## config.mk

```make
export PLATFORM = sky130hd
export DESIGN_NAME = slib_fifo_ctrl
export DESIGN_NICKNAME = d
export VERILOG_FILES = /design/src/rtl/slib_fifo_pkg.sv /design/src/rtl/slib_rr_arb2.sv /design/src/rtl/slib_fifo_ctrl.sv
export SDC_FILE = /design/constraint.sdc
export NUM_CORES = 1
export LEC_CHECK = 0
export CORE_MARGIN = 2
export CORE_UTILIZATION = 56
export CTS_BUF_LIST = sky130_fd_sc_hd__clkbuf_4 sky130_fd_sc_hd__clkbuf_8 sky130_fd_sc_hd__clkbuf_16
export CTS_CLUSTER_SIZE = 10
export DETAILED_ROUTE_END_ITERATION = 7
export DONT_BUFFER_PORTS = 1
export PLACE_DENSITY_LB_ADDON = 0.1
export SETUP_SLACK_MARGIN = 0.15
export SYNTH_ARGS = -nofsm -noshare
export SYNTH_HDL_FRONTEND = slang
export SYNTH_HIERARCHICAL = 1
export SYNTH_SLANG_ARGS = --single-unit
```

## constraint.sdc

```tcl
create_clock -name clk -period 6.59 [get_ports clk]
set_input_delay 0.659 -clock clk [delete_from_list [all_inputs] [get_ports clk]]
set_output_delay 0.659 -clock clk [all_outputs]
set_load 0.02 [all_outputs]
```

## src/rtl/slib_fifo_pkg.sv

```systemverilog
// ============================================================================
// Module      : slib_fifo_pkg
// Description : Depth constants and trigger-level tables for slib_fifo_ctrl.
// Revision    : 1.0 - initial release
// ============================================================================
`default_nettype none

package slib_fifo_pkg;

    localparam int DEPTH_16 = 16;
    localparam int DEPTH_64 = 64;

    localparam int TRIG_TBL_16 [4] = '{1, 4, 8, 14};
    localparam int TRIG_TBL_64 [4] = '{1, 16, 32, 56};

    function automatic int trig_level(input logic fifo64, input logic [1:0] lvl);
        return fifo64 ? TRIG_TBL_64[lvl] : TRIG_TBL_16[lvl];
    endfunction

endpackage

`default_nettype wire

```

## src/rtl/slib_rr_arb2.sv

```systemverilog
// ============================================================================
// Module      : slib_rr_arb2
// Description : Two-requester round-robin arbiter; a conflict goes to the
//               side that did not win the previous grant.
// Revision    : 1.0 - initial release
// ============================================================================
`default_nettype none

module slib_rr_arb2 (
    input  logic       clk,
    input  logic       rst_n,
    input  logic [1:0] req,
    output logic [1:0] gnt
);

    // Set when requester 1 won last; reset value makes the first conflict go to 0.
    logic last_gnt1;

    always_comb begin
        gnt[0] = req[0] & (~req[1] | last_gnt1);
        gnt[1] = req[1] & (~req[0] | ~last_gnt1);
    end

    always_ff @(posedge clk or negedge rst_n) begin
        if (!rst_n) begin
            last_gnt1 <= 1'b1;
        end else if (|gnt) begin
            last_gnt1 <= gnt[1];
        end
    end

endmodule

`default_nettype wire

```

## src/rtl/slib_fifo_ctrl.sv

```systemverilog
// ============================================================================
// Module      : slib_fifo_ctrl
// Description : FIFO controller for a single-port memory: arbitrates write and
//               read requests, tracks pointers, occupancy and status flags.
// Revision    : 1.0 - initial release
// ============================================================================
`default_nettype none

module slib_fifo_ctrl
    import slib_fifo_pkg::*;
#(
    parameter int WIDTH  = 8,
    parameter int SIZE_E = 6
) (
    input  logic              clk,
    input  logic              rst_n,
    input  logic              clear,
    input  logic              fifo64,
    input  logic [1:0]        trig_lvl,
    input  logic              wr_req,
    input  logic [WIDTH-1:0]  d,
    output logic              wr_ack,
    input  logic              rd_req,
    output logic              rd_ack,
    output logic              rvalid,
    output logic              mem_read,
    output logic              mem_write,
    output logic [SIZE_E:0]   mem_rdaddr,
    output logic [SIZE_E:0]   mem_wraddr,
    output logic [WIDTH-1:0]  mem_d,
    output logic [SIZE_E:0]   usage,
    output logic              empty,
    output logic              full,
    output logic              trig,
    output logic              overflow
);

    localparam int PW = SIZE_E + 1;

    logic [PW-1:0] wr_ptr;
    logic [PW-1:0] rd_ptr;
    logic [PW-1:0] depth;
    logic [PW-1:0] level;
    logic [1:0]    req;
    logic [1:0]    gnt;

    // Depth follows fifo64 immediately; stored entries are never discarded.
    always_comb begin
        depth = fifo64 ? PW'(DEPTH_64) : PW'(DEPTH_16);
        level = PW'(trig_level(fifo64, trig_lvl));
        usage = wr_ptr - rd_ptr;
        empty = (usage == '0);
        full  = (usage >= depth);
        trig  = (usage >= level);
    end

    // Gating with rst_n keeps the memory strobes quiet while reset is held.
    always_comb begin
        req[0] = rst_n & wr_req & ~full  & ~clear;
        req[1] = rst_n & rd_req & ~empty & ~clear;
    end

    slib_rr_arb2 u_arb (
        .clk   (clk),
        .rst_n (rst_n),
        .req   (req),
        .gnt   (gnt)
    );

    always_comb begin
        mem_write  = gnt[0];
        mem_read   = gnt[1];
        wr_ack     = mem_write;
        rd_ack     = mem_read;
        mem_d      = d;
        mem_wraddr = wr_ptr;
        mem_rdaddr = rd_ptr;
    end

    always_ff @(posedge clk or negedge rst_n) begin
        if (!rst_n) begin
            wr_ptr   <= '0;
            rd_ptr   <= '0;
            overflow <= 1'b0;
        end else if (clear) begin
            wr_ptr   <= '0;
            rd_ptr   <= '0;
            overflow <= 1'b0;
        end else begin
            if (mem_write) wr_ptr <= wr_ptr + 1'b1;
            if (mem_read)  rd_ptr <= rd_ptr + 1'b1;
            if (wr_req && full) overflow <= 1'b1;
        end
    end

    always_ff @(posedge clk or negedge rst_n) begin
        if (!rst_n) rvalid <= 1'b0;
        else        rvalid <= mem_read;
    end

endmodule

`default_nettype wire

```

==> results_dict.tcl <==
set metrics [dict create \
    status "finished clean" \
    cts.clk_slew.worst_paths_ns 0.09 \
    design.die.area_sq_um 2788 \
    synth_ff_type "dfrtp_1" \
    layout.nets 178 \
    seqPwrFrac 0.490 \
    drt-initial-drc-count 17 \
    placed_area_sq_um 1301 \
    cts_hold_buf 0 \
    synth-edff-count 0 \
    cts_made_buffers 3 \
    yosysMostFrequentCell "nor2_1" \
    total_leakage_power_nw 0.6179 \
    syn_to_final_growth_pct -0.1874 \
    fp.dieW_microns 52.81 \
    io_buffers 0 \
    cts_sinks 17 \
    grt_pass1_vias 929 \
    post_cts_resized 0 \
    cts-htree-levels 1 \
    intPower_mw 0.1643 \
    hold_viol_final 0 \
    critPathArrivalTime_ns 3.54 \
    synth_top_cell_by_area "dfrtp_1" \
    drc 0 \
    clockBufferDepth 2 \
    final.setup.tns_ns 0 \
    routed_wl_microns 2585 \
    power_density_nw_per_um2 184.7 \
    fp.coreArea_sq_um 2233 \
    gr-usage-all-layers 0.1982 \
    r2r_cells 15 \
    cp-start-kind "register" \
    num_rows 17 \
    overflow 0 \
    vias_per_cell 5.799 \
    switching_power_mw 0.08158 \
    rsz0062_at_grt "false" \
    clock_skew_ns 0.002289 \
    avgSynthCellArea_sq_um 8.775 \
    syn_nets 183 \
    ir_drop_mv 0.1367 \
    worstReg2RegStart "mem_rdaddr[0]$_DFFE_PN0P_" \
    ys_seq_area_frac 0.3199 \
    drive_above_1_share 0.08219 \
    antenna_found_initial 0 \
    yosys_warnings 6 \
    synth.top_cell.area_share 0.3002 \
    ant_nets 0 \
    clk_latency_ns 0.28 \
    start_util 0.5972 \
    reg2reg_to "mem_wraddr[5]$_DFFE_PN0P_" \
    hp-class "input port to async pin" \
    crit_type "register to output port" \
    crit_fanout 7 \
    maxCapViolations 0 \
    slew_headroom 0.5620 \
    max_clock_freq_mhz 237.9 \
    end_kind "output port" \
    async_flop_share 1.000 \
    switching_share 0.3317 \
    ioPinCount 54 \
    pwr-share-comb 0.273 \
    grt_pass1_wl_microns 3981 \
    cts-root-buf "clkbuf_4" \
    clkPwrFrac 0.237 \
    reg2reg_slack_ns 2.54 \
    period_share 0.6377 \
    cts_setup_buffers 0 \
    cp.required_ns 5.93 \
    finalSetupViolCount 0 \
    worst_pin_slew_ns 0.6548 \
    finalCriticalPeriod_ns 4.203 \
    gp_congestion 0.8208 \
    grt_max_degree 19 \
    vias 1009 \
    die_y_microns 52.81 \
    ys_ff_latch 17 \
    synth_area_leaders "dfrtp_1, ha_1, buf_4, nor2_1, xor2_1" \
    cts_tree "built" \
    synth_top_cells_by_count "nor2_1, dfrtp_1, ha_1" \
    diodes 0 \
    power.total_mw 0.2459 \
    fin_area_sq_um 1331 \
    place_hpwl_microns 2098 \
    post_drt_wl_per_cell_microns 14.86 \
    dr.pass1.iters 4 \
    syn_inst 152 \
    slew_viol_final 0 \
    syn_area_sq_um 1334 \
    yosysUniqueCellTypes 35 \
]
==> through the flow <==
stage / util / std cells / hold slack (ns) / setup WS [ns]
after CTS: 0.5961 / 174 / 0.04411 / 2.356
after floorplan: - / 152 / 0.3634 / 2.299
after global placement: 0.5826 / 170 / 0.3637 / 2.624
after detailed placement: 0.5826 / 170 / 0.3636 / 2.541
after global routing: 0.5961 / 174 / 0.03922 / 2.135
final: 0.5961 / 174 / 0.05699 / 2.387
==> sequential cells by signal, summed over array words and instances (netlist names) <==
name / count
rvalid: 1
mem_wraddr: 7
mem_rdaddr: 7
u_arb/last_gnt1: 1
overflow: 1
==> routing by layer <==
layer | track usage | vias up | part of all wire
met5 | 0 | - | 0
met4 | 0.08547 | 0 | 0.010
met3 | 0.04000 | 6 | 0.067
met2 | 0.3250 | 30 | 0.48
met1 | 0.2509 | 472 | 0.44
li1 | - | 501 | -
==> how the worst max path moves through the flow <==
stage	slack [ns]	startpoint	to
global route	2.14	mem_wraddr[0]$_DFFE_PN0P_	mem_write
global placement	2.62	mem_rdaddr[0]$_DFFE_PN0P_	mem_wraddr[5]$_DFFE_PN0P_
detailed placement	2.54	mem_rdaddr[0]$_DFFE_PN0P_	mem_wraddr[5]$_DFFE_PN0P_
finish	2.39	mem_rdaddr[0]$_DFFE_PN0P_	mem_write
floorplan	2.30	mem_rdaddr[0]$_DFFE_PN0P_	rd_ack
CTS	2.36	mem_rdaddr[0]$_DFFE_PN0P_	mem_write
==> critical path: stages, from the launching register on <==
cell and delay (ns):
dfrtp_1 0.55, ha_1 0.24, inv_1 0.06, fa_1 0.42, a211oi_2 0.25, o21bai_1 0.10, a21oi_1 0.17, xor2_1 0.23
inv_1 0.18, ha_1 0.36, a211oi_2 0.27, a21boi_1 0.19, buf_4 0.24
==> layout make-up <==
type                       count  area, sq um
multi-input combinational    111        779.5
clock buffer                   4        30.03
tap                           28        35.03
sequential                    17        426.7
fill                         210        902.1
timing repair buffer           2        15.01
inverter                      12        45.04
==> power groups by stage <==
stage / logic [mW] / clock network, mW / registers, mW
2_1_floorplan: 0.0676 / 0 / 0.121
3_3_place_gp: 0.0664 / 0 / 0.122
3_5_place_dp: 0.0680 / 0 / 0.122
4_1_cts: 0.0682 / 0.0615 / 0.121
5_1_grt: 0.0750 / 0.0630 / 0.122
6_report: 0.0672 / 0.0582 / 0.121
==> layout by cell type, fill, tap and decap left out, types with 3 or more instances in the layout <==
cell,n
nor2_1,18
dfrtp_1,16
ha_1,14
nand2_1,13
inv_1,12
a21oi_1,11
o21ai_0,8
xor2_1,7
xnor2_1,6
nand4_1,4
clkbuf_4,4
or3_1,3
==> cells by family after synthesis <==
family,share of synthesized area
XOR/XNOR,0.08537
AND/OR/NAND/NOR,0.1764
adder cells (fa/ha/maj),0.1538
multiplexers,0.01501
AO/OA/AOI/OAI,0.1538
buffers and inverters,0.09568
flip-flops,0.3199
Power figures use the tool's default switching activity.
